File: src/rtl/rf_arb_pkg.sv
// Shared types for the register-file write-port arbiter.
// Imported by the arbiter top and its starvation counter.
package rf_arb_pkg;

  localparam int CNT_W = 4;
  localparam logic [4:0] REG_ZERO = 5'd0;

  typedef enum logic [1:0] {
    IDLE  = 2'b00,
    WAIT  = 2'b01,
    STALL = 2'b10
  } arb_state_e;

  typedef struct packed {
    logic        we;
    logic [4:0]  addr;
    logic [31:0] data;
  } rf_wr_t;

  function automatic rf_wr_t wr_pick(
    input logic        we,
    input logic [4:0]  addr,
    input logic [31:0] data
  );
    rf_wr_t w;
    w.we   = we;
    w.addr = addr;
    w.data = data;
    return w;
  endfunction

endpackage

File: src/rtl/rf_write_arbiter_if.sv
// Bundle between WB stage, MD unit, decode and the RF write port.
// The arbiter takes the slave view; its environment drives master.
interface rf_write_arbiter_if;

  logic        wb_we;
  logic [4:0]  wb_addr;
  logic [31:0] wb_data;
  logic        md_req;
  logic [4:0]  md_addr;
  logic [31:0] md_data;
  logic        md_grant;
  logic [4:0]  rd_addr1;
  logic [4:0]  rd_addr2;
  logic        raw_hazard;
  logic        stall;
  logic        rf_we;
  logic [4:0]  rf_addr;
  logic [31:0] rf_data;

  modport master (
    output wb_we, wb_addr, wb_data,
    output md_req, md_addr, md_data,
    output rd_addr1, rd_addr2,
    input  md_grant, raw_hazard, stall,
    input  rf_we, rf_addr, rf_data
  );

  modport slave (
    input  wb_we, wb_addr, wb_data,
    input  md_req, md_addr, md_data,
    input  rd_addr1, rd_addr2,
    output md_grant, raw_hazard, stall,
    output rf_we, rf_addr, rf_data
  );

endinterface

File: src/rtl/rf_starve_counter.sv
// Saturating count of cycles an MD result has been denied the port.
// hit flags that one more denial reaches LIMIT.
module rf_starve_counter
  import rf_arb_pkg::*;
#(
  parameter int LIMIT = 3
) (
  input  logic clk,
  input  logic reset,
  input  logic inc,
  input  logic clr,
  output logic hit
);

  logic [CNT_W-1:0] cnt;
  logic [CNT_W:0]   cnt_nxt;

  assign cnt_nxt = {1'b0, cnt} + {{CNT_W{1'b0}}, 1'b1};
  assign hit     = (cnt_nxt == (CNT_W+1)'(LIMIT));

  always_ff @(posedge clk or negedge reset) begin
    if (!reset) begin
      cnt <= '0;
    end else if (clr) begin
      cnt <= '0;
    end else if (inc && !cnt_nxt[CNT_W]) begin
      cnt <= cnt_nxt[CNT_W-1:0];
    end
  end

endmodule

File: src/rtl/rf_write_arbiter.sv
// Shares the RF write port between WB and the multiply/divide unit.
// WB wins contested cycles; a starved MD result forces a drain stall.
module rf_write_arbiter
  import rf_arb_pkg::*;
#(
  parameter int STARVE_LIMIT = 3
) (
  input  logic                clk,
  input  logic                reset,
  rf_write_arbiter_if.slave   bus
);

  arb_state_e state_q;
  arb_state_e state_d;
  rf_wr_t     wr;
  logic       wb_valid;
  logic       md_valid;
  logic       same_dst;
  logic       cnt_inc;
  logic       cnt_clr;
  logic       hit;
  logic       grant;

  assign wb_valid = bus.wb_we && (bus.wb_addr != REG_ZERO);
  assign md_valid = bus.md_req && (bus.md_addr != REG_ZERO);
  assign same_dst = (bus.md_addr == bus.wb_addr);

  rf_starve_counter #(
    .LIMIT (STARVE_LIMIT)
  ) u_cnt (
    .clk   (clk),
    .reset (reset),
    .inc   (cnt_inc),
    .clr   (cnt_clr),
    .hit   (hit)
  );

  always_ff @(posedge clk or negedge reset) begin
    if (!reset) begin
      state_q <= IDLE;
    end else begin
      state_q <= state_d;
    end
  end

  always_comb begin
    state_d = IDLE;
    cnt_inc = 1'b0;
    cnt_clr = 1'b1;
    grant   = 1'b0;
    wr      = wr_pick(wb_valid, bus.wb_addr, bus.wb_data);
    unique case (state_q)
      STALL: begin
        // frozen WB instruction replays after the stall
        wr    = wr_pick(md_valid, bus.md_addr, bus.md_data);
        grant = 1'b1;
      end
      IDLE, WAIT: begin
        if (bus.md_req) begin
          if (!wb_valid) begin
            wr    = wr_pick(md_valid, bus.md_addr, bus.md_data);
            grant = 1'b1;
          end else if (same_dst) begin
            // younger WB result overwrites; MD value is dead
            grant = 1'b1;
          end else begin
            cnt_inc = 1'b1;
            cnt_clr = 1'b0;
            state_d = hit ? STALL : WAIT;
          end
        end
      end
      default: ;
    endcase
  end

  assign bus.md_grant   = grant;
  assign bus.stall      = (state_q == STALL);
  assign bus.rf_we      = wr.we;
  assign bus.rf_addr    = wr.addr;
  assign bus.rf_data    = wr.data;
  assign bus.raw_hazard = md_valid &&
                          ((bus.rd_addr1 == bus.md_addr) ||
                           (bus.rd_addr2 == bus.md_addr));

endmodule

File: src/flat_wrapper.sv
// flat-port wrapper written by rule: the top's interface ports become plain ports
module rf_write_arbiter_flat import rf_arb_pkg::*;
#(
  parameter int STARVE_LIMIT = 3
)
  (clk, reset, bus_wb_we, bus_wb_addr, bus_wb_data, bus_md_req, bus_md_addr, bus_md_data, bus_rd_addr1, bus_rd_addr2, bus_md_grant, bus_raw_hazard, bus_stall, bus_rf_we, bus_rf_addr, bus_rf_data);
  rf_write_arbiter_if bus_i ();
  input  logic clk;
  input  logic reset;
  input wire logic [$bits(bus_i.wb_we)-1:0] bus_wb_we;
  input wire logic [$bits(bus_i.wb_addr)-1:0] bus_wb_addr;
  input wire logic [$bits(bus_i.wb_data)-1:0] bus_wb_data;
  input wire logic [$bits(bus_i.md_req)-1:0] bus_md_req;
  input wire logic [$bits(bus_i.md_addr)-1:0] bus_md_addr;
  input wire logic [$bits(bus_i.md_data)-1:0] bus_md_data;
  input wire logic [$bits(bus_i.rd_addr1)-1:0] bus_rd_addr1;
  input wire logic [$bits(bus_i.rd_addr2)-1:0] bus_rd_addr2;
  output wire logic [$bits(bus_i.md_grant)-1:0] bus_md_grant;
  output wire logic [$bits(bus_i.raw_hazard)-1:0] bus_raw_hazard;
  output wire logic [$bits(bus_i.stall)-1:0] bus_stall;
  output wire logic [$bits(bus_i.rf_we)-1:0] bus_rf_we;
  output wire logic [$bits(bus_i.rf_addr)-1:0] bus_rf_addr;
  output wire logic [$bits(bus_i.rf_data)-1:0] bus_rf_data;
  assign bus_i.wb_we = bus_wb_we;
  assign bus_i.wb_addr = bus_wb_addr;
  assign bus_i.wb_data = bus_wb_data;
  assign bus_i.md_req = bus_md_req;
  assign bus_i.md_addr = bus_md_addr;
  assign bus_i.md_data = bus_md_data;
  assign bus_i.rd_addr1 = bus_rd_addr1;
  assign bus_i.rd_addr2 = bus_rd_addr2;
  assign bus_md_grant = bus_i.md_grant;
  assign bus_raw_hazard = bus_i.raw_hazard;
  assign bus_stall = bus_i.stall;
  assign bus_rf_we = bus_i.rf_we;
  assign bus_rf_addr = bus_i.rf_addr;
  assign bus_rf_data = bus_i.rf_data;
  rf_write_arbiter #(.STARVE_LIMIT(STARVE_LIMIT)) u_core (.clk(clk), .reset(reset), .bus(bus_i));
endmodule
File: config.mk
export PLATFORM = sky130hd
export DESIGN_NAME = rf_write_arbiter_flat
export DESIGN_NICKNAME = d
export VERILOG_FILES = /design/src/rtl/rf_arb_pkg.sv /design/src/rtl/rf_write_arbiter_if.sv /design/src/rtl/rf_starve_counter.sv /design/src/rtl/rf_write_arbiter.sv /design/src/flat_wrapper.sv
export SDC_FILE = /design/constraint.sdc
export NUM_CORES = 1
export LEC_CHECK = 0
export BUFFER_PORTS_ARGS = -buffer_cell sky130_fd_sc_hd__buf_2
export CAP_MARGIN = 20
export CORE_MARGIN = 2
export CORE_UTILIZATION = 34
export DETAILED_ROUTE_END_ITERATION = 8
export GPL_TIMING_DRIVEN = 0
export PLACE_DENSITY = 0.85
export SYNTH_ARGS = -nofsm -noshare
export SYNTH_HDL_FRONTEND = slang
export SYNTH_SLANG_ARGS = --single-unit
File: constraint.sdc
create_clock -name clk -period 2.43 [get_ports clk]
set_clock_uncertainty 0.15 [all_clocks]
set_input_delay 0.3645 -clock clk [delete_from_list [all_inputs] [get_ports clk]]
set_output_delay 0.3645 -clock clk [all_outputs]
set_load 0.1 [all_outputs]
Yosys cells after proc, flatten, opt, wreduce, memory -nomap -nowiden
Index checks and enable logic that the tools add are counted.
{ "classes": {"n_mux": 20, "n_addsub": 1, "n_reduce_logical": 11, "eq_ne": 6} }
{ "ops": {"columns": ["cell", "count"], "rows": [
  ["two-way mux 38 bit", 2],
  ["one-hot mux 38 bit (2 select lines)", 1],
  ["== test 5 bit", 3],
  ["two-way mux 2 bit", 5],
  ["nonzero test 5 bit", 2],
  ["two-way mux 1 bit", 9],
  ["two-way mux 4 bit", 2],
  ["adder 4 x 1 -> 5 bit, second input constant", 1],
  ["== test 5 x 2 -> 1 bit, second input constant", 1],
  ["logical AND 1 bit", 4],
  ["== test 2 x 1 -> 1 bit, second input constant", 1],
  ["== test 2 bit, second input constant", 1],
  ["logical NOT 2 bit", 1],
  ["one-hot mux 1 bit (2 select lines)", 1],
  ["nonzero test 2 bit", 1],
  ["OR reduction 2 bit", 1],
  ["logical NOT 1 bit", 1],
  ["logical OR 1 bit", 1]
]} }
{ "totals": {"wordCells": 40, "reg_bits": 6} }

Depth between registers and ports, before layout
{ "depth": {"depth_word": 8, "ltp_mapped": 5} }

Hierarchy
From an unflattened synthesis, not the netlist that was laid out.
{ "unflattened": {"cells_unflattened": 108, "hier_area_um2": 1162.4} }
{ "modules_own_cells": {"columns": ["module", "n_inst", "area_each_um2", "seq_area_each_um2", "cells_per_inst"], "rows": [
  ["rf_write_arbiter", 1, 909.6, 50.0, 82],
  ["rf_starve_counter", 1, 252.7, 100.1, 26]
]} }

Worst setup path after synthesis
OpenSTA, ideal clock, no wires.
{ "synth_path": {"path_type": "reg2out", "startpoint": "register u_core.state_q[0]", "endpoint": "output bus_rf_addr[1]", "slack_ns": -1.032, "path_stages_with_launch": 4, "t_arrival_ns": 2.948, "required_time_ns": 1.916, "path_cell_list": "dfrtp_1 nor2b_1 a21oi_4 mux2_1"} }
{ "synth_between": {"elab_cells_between_ends": 5} }
{ "synth_lines": {"columns": ["item", "line_no", "text"], "rows": [
  ["from (decl)", "rf_write_arbiter.sv:13", "arb_state_e state_q;"],
  ["from (signal assigned)", "rf_write_arbiter.sv:42", "state_q <= state_d;"],
  ["== test 2 bit", null, null],
  ["named net bus_stall", "flat_wrapper.sv:20", "output wire logic [$bits(bus_i.stall)-1:0] bus_stall;"],
  ["one-hot mux 38 bit (2 select lines)", "rf_write_arbiter.sv:52", "unique case (state_q)"],
  ["to (decl)", "flat_wrapper.sv:22", "output wire logic [$bits(bus_i.rf_addr)-1:0] bus_rf_addr;"]
]} }
The timed path passes the listed nets, and every way through them passes these cells.

Worst setup path after layout
{ "layout_path": {"startpoint": "input bus_wb_addr[1]", "endpoint": "output bus_rf_addr[2]"} }
{ "layout_between": {"elab_chain_len": 5} }
{ "layout_lines": {"columns": ["item", "line_no", "text"], "rows": [
  ["from (decl)", "flat_wrapper.sv:11", "input wire logic [$bits(bus_i.wb_addr)-1:0] bus_wb_addr;"],
  ["nonzero test 5 bit", "rf_write_arbiter.sv:24", "assign wb_valid = bus.wb_we && (bus.wb_addr != REG_ZERO);"],
  ["logical AND 1 bit", "rf_write_arbiter.sv:24", null],
  ["two-way mux 38 bit", "rf_write_arbiter.sv:60", "if (!wb_valid) begin"],
  ["two-way mux 38 bit", "rf_write_arbiter.sv:59", "if (bus.md_req) begin"],
  ["one-hot mux 38 bit (2 select lines)", "rf_write_arbiter.sv:52", null]
]} }
Every way passes these cells.

==> reports/summary.txt <==
outcome: finished with violations
post-route setup slack: -178.2 ps
hold_ws: 327.0 ps
DRT antenna net count: 0
multiplexer area fraction after synthesis: 0.4695
syn nets: 191
share of cells above drive strength 1: 0.7625
Least-Margin Pin Slew: 504.4 ps
Post-synth top flop: dfrtp_1
post-synthesis compound-gate area fraction: 0.09545
crit-path most repeated cell: buf_8
die width: 61.58 µm
sequential area share after synthesis: 0.1332
startpoint types: input pin
Synth Area in XOR/XNOR: 0.1243
CTS root buf: clkbuf_4
R2R cell count: 4
die area: 3792 µm²
synth warn: 0
placed insts: 273
initial core utilization: 0.3633
ys async rst share: 1.000
clk buf depth: 2
synth-to-layout area growth: 120.6%
Post-Synth Adder-Cell Area: 0.02220
most frequent cells in the layout: buf_2 (87), buf_12 (32), mux2_4 (31)
initial antenna violation count: 0
critical path's largest stage delay: 570 ps
FF+latch count, synth: 6
slowest CP cell: or4_4
crit-path cells: buf_8 -> or4_4 -> o21ai_4 -> a21oi_4 -> buf_8 -> mux2_4 -> buf_12
Crit Path Max Fanout: 10
slew margin rel.: 0.6660
synthesized cell area: 1127 µm²
Max-cap violations: 0
FP Rows: 20
leading cell type in the layout, fill and taps excluded: buf_2
Worst-Skew Late Latency: 250 ps
Leakage: 1.314 nW
CP delay by family, top: simple AND/OR/NAND/NOR gates
first-pass GRT wire length: 7134 µm
fin util: 0.8016
Post-synth EDFFs: 0
total clock sinks: 6
Tcrit/Tclk final: 1.073
fin cells: 285
CTS buffer count: 3
Post-Syn Area per Cell: 11.16 µm²
hpwl dp: 3474 µm
Starting DRT DRC Count: 127
htree depth: 1
# port buffers: 128
vias in the first global route: 1,437
clk slew on worst S/H paths: 50 ps
largest family of logic cells by synthesized area: multiplexers
core area: 3103 µm²
peak supply drop: 0.0002972 V
internal reg-to-reg setup slack: 630 ps
worst path arrival time: 2090 ps
vias: 1,466
RR Endpoint: u_core.u_cnt.cnt[2]
routed wire length: 6348 µm
Nets: 332
Power Density: 456.2 nW/µm²
HP Class: input pin to async pin
Die Y: 61.58 µm
failing checks: setup timing
worst r2r src: u_core.state_q[1]
All-Layer GR Usage: 0.2601
Max Slew Vio Count: 0
Peak Freq: 383.4 MHz
fin crit period: 2608 ps
RD Place Congestion: 0.7250
Vias/cell: 5.144
kind of critical path: input pin to output pin
I/O Pins: 129
WL per Instance: 22.27 µm
gr ovfl total: 0
post-synthesis cell count: 101
Yosys cell types: 27
Pre-antenna DRT Iters: 4
Final setup viols: 38
CP Capture Type: output pin
largest net degree at the start of global routing: 11
post-synthesis simple-gate area fraction: 0.1221
worst path bufs/invs: 3
DRC Markers: 0
CTS tree: built
Hold Fails Final Rpt: 0
Data required, critical path: 1920 ps
RSZ-0062 raised after global routing: yes
## power by group
part           switching [W]  internal, W  leakage, nW  total [W]
Combinational       0.000577     0.000358         1.22   0.000934
Clock              0.0000376    0.0000560       0.0138  0.0000936
Sequential        0.00000395     0.000103       0.0818   0.000107
## sequential cells by signal, indices dropped and copies added, names as in the netlist
register,count
u_core.state_q,2
u_core.u_cnt.cnt,4
## worst max path at each step
stage,start,slack [ps],cells past startpoint,end
floorplan,bus_wb_addr[1],-140,4,bus_rf_addr[1]
global placement,bus_wb_addr[1],-320,7,bus_rf_addr[0]
detailed placement,bus_wb_addr[1],-330,7,bus_rf_addr[0]
CTS,bus_wb_addr[1],-140,7,bus_rf_data[16]
global route,bus_wb_addr[1],-180,7,bus_rf_addr[2]
finish,bus_wb_addr[1],-180,7,bus_rf_addr[2]
## kinds of logic after synthesis
group / after synthesis
simple gates: 23
fa+ha+maj: 2
flops: 6
compound gates: 13
buf+inv: 4
mux: 37
xor+xnor: 16
## through the flow
| stage | cell area (µm²) | setup TNS, ps | setup slack, ps | power [W] |
|---|---|---|---|---|
| CTS | 2325 | -3901 | -136.2 | 0.001061 |
| detailed placement | 1841 | -10820 | -332.5 | 0.0008125 |
| floorplan | 1145 | -144.9 | -144.9 | 0.0006715 |
| finish | 2487 | -5312 | -178.2 | 0.001135 |
| global route | 2485 | -5435 | -177.8 | 0.001162 |
| global placement | 1841 | -10280 | -317.1 | 0.0008048 |
## repair_timing
action	in CTS	in global routing
buffers inserted	3	4
hold endpoints to repair	6	0
pin swaps	2	2
resized for setup	119	32
setup endpoints to repair	38	39
hold buffers	1	0
## metal layers
metal	routed length [µm]	share of wire	GRT usage	vias to the layer above
met5	0	0	0	-
met1	2162	0.34	0.2848	695
li1	-	-	-	654
met2	3526	0.56	0.4962	99
met4	199	0.031	0.09726	0
met3	460	0.072	0.03992	18
## area by class of cell
type                    instances  area (µm²)
flip-flops and latches          6       150.1
well taps                      44       55.05
diodes                          1       2.502
plain buffers                   3       50.05
inverters                       1       3.754
repair buffers                136        1242
clock buffers                   3       22.52
fillers                       191       615.6
multi-input cells              91       960.9
## cells in the mapped netlist (3+ instances only)
cell     number  area [µm²]
a31oi_1       3       18.77
and2_1        3       18.77
buf_6         3       33.78
dfrtp_1       6       150.1
mux2_1        7       78.83
mux2_4       30       450.4
nand2_1       3       11.26
nand3_1       3       15.01
nor2b_1       4       25.02
nor3_1        3       15.01
nor3b_1       4       30.03
xnor2_1       7       61.31
xor2_1        9       78.83
## worst reg2reg max path: cells and delay by family (launching register included)
family / cells / cell delay [ps]
flops: 1 / 390
simple gates: 2 / 600
compound gates: 2 / 560
No activity file was read; power rests on OpenSTA's default activity.
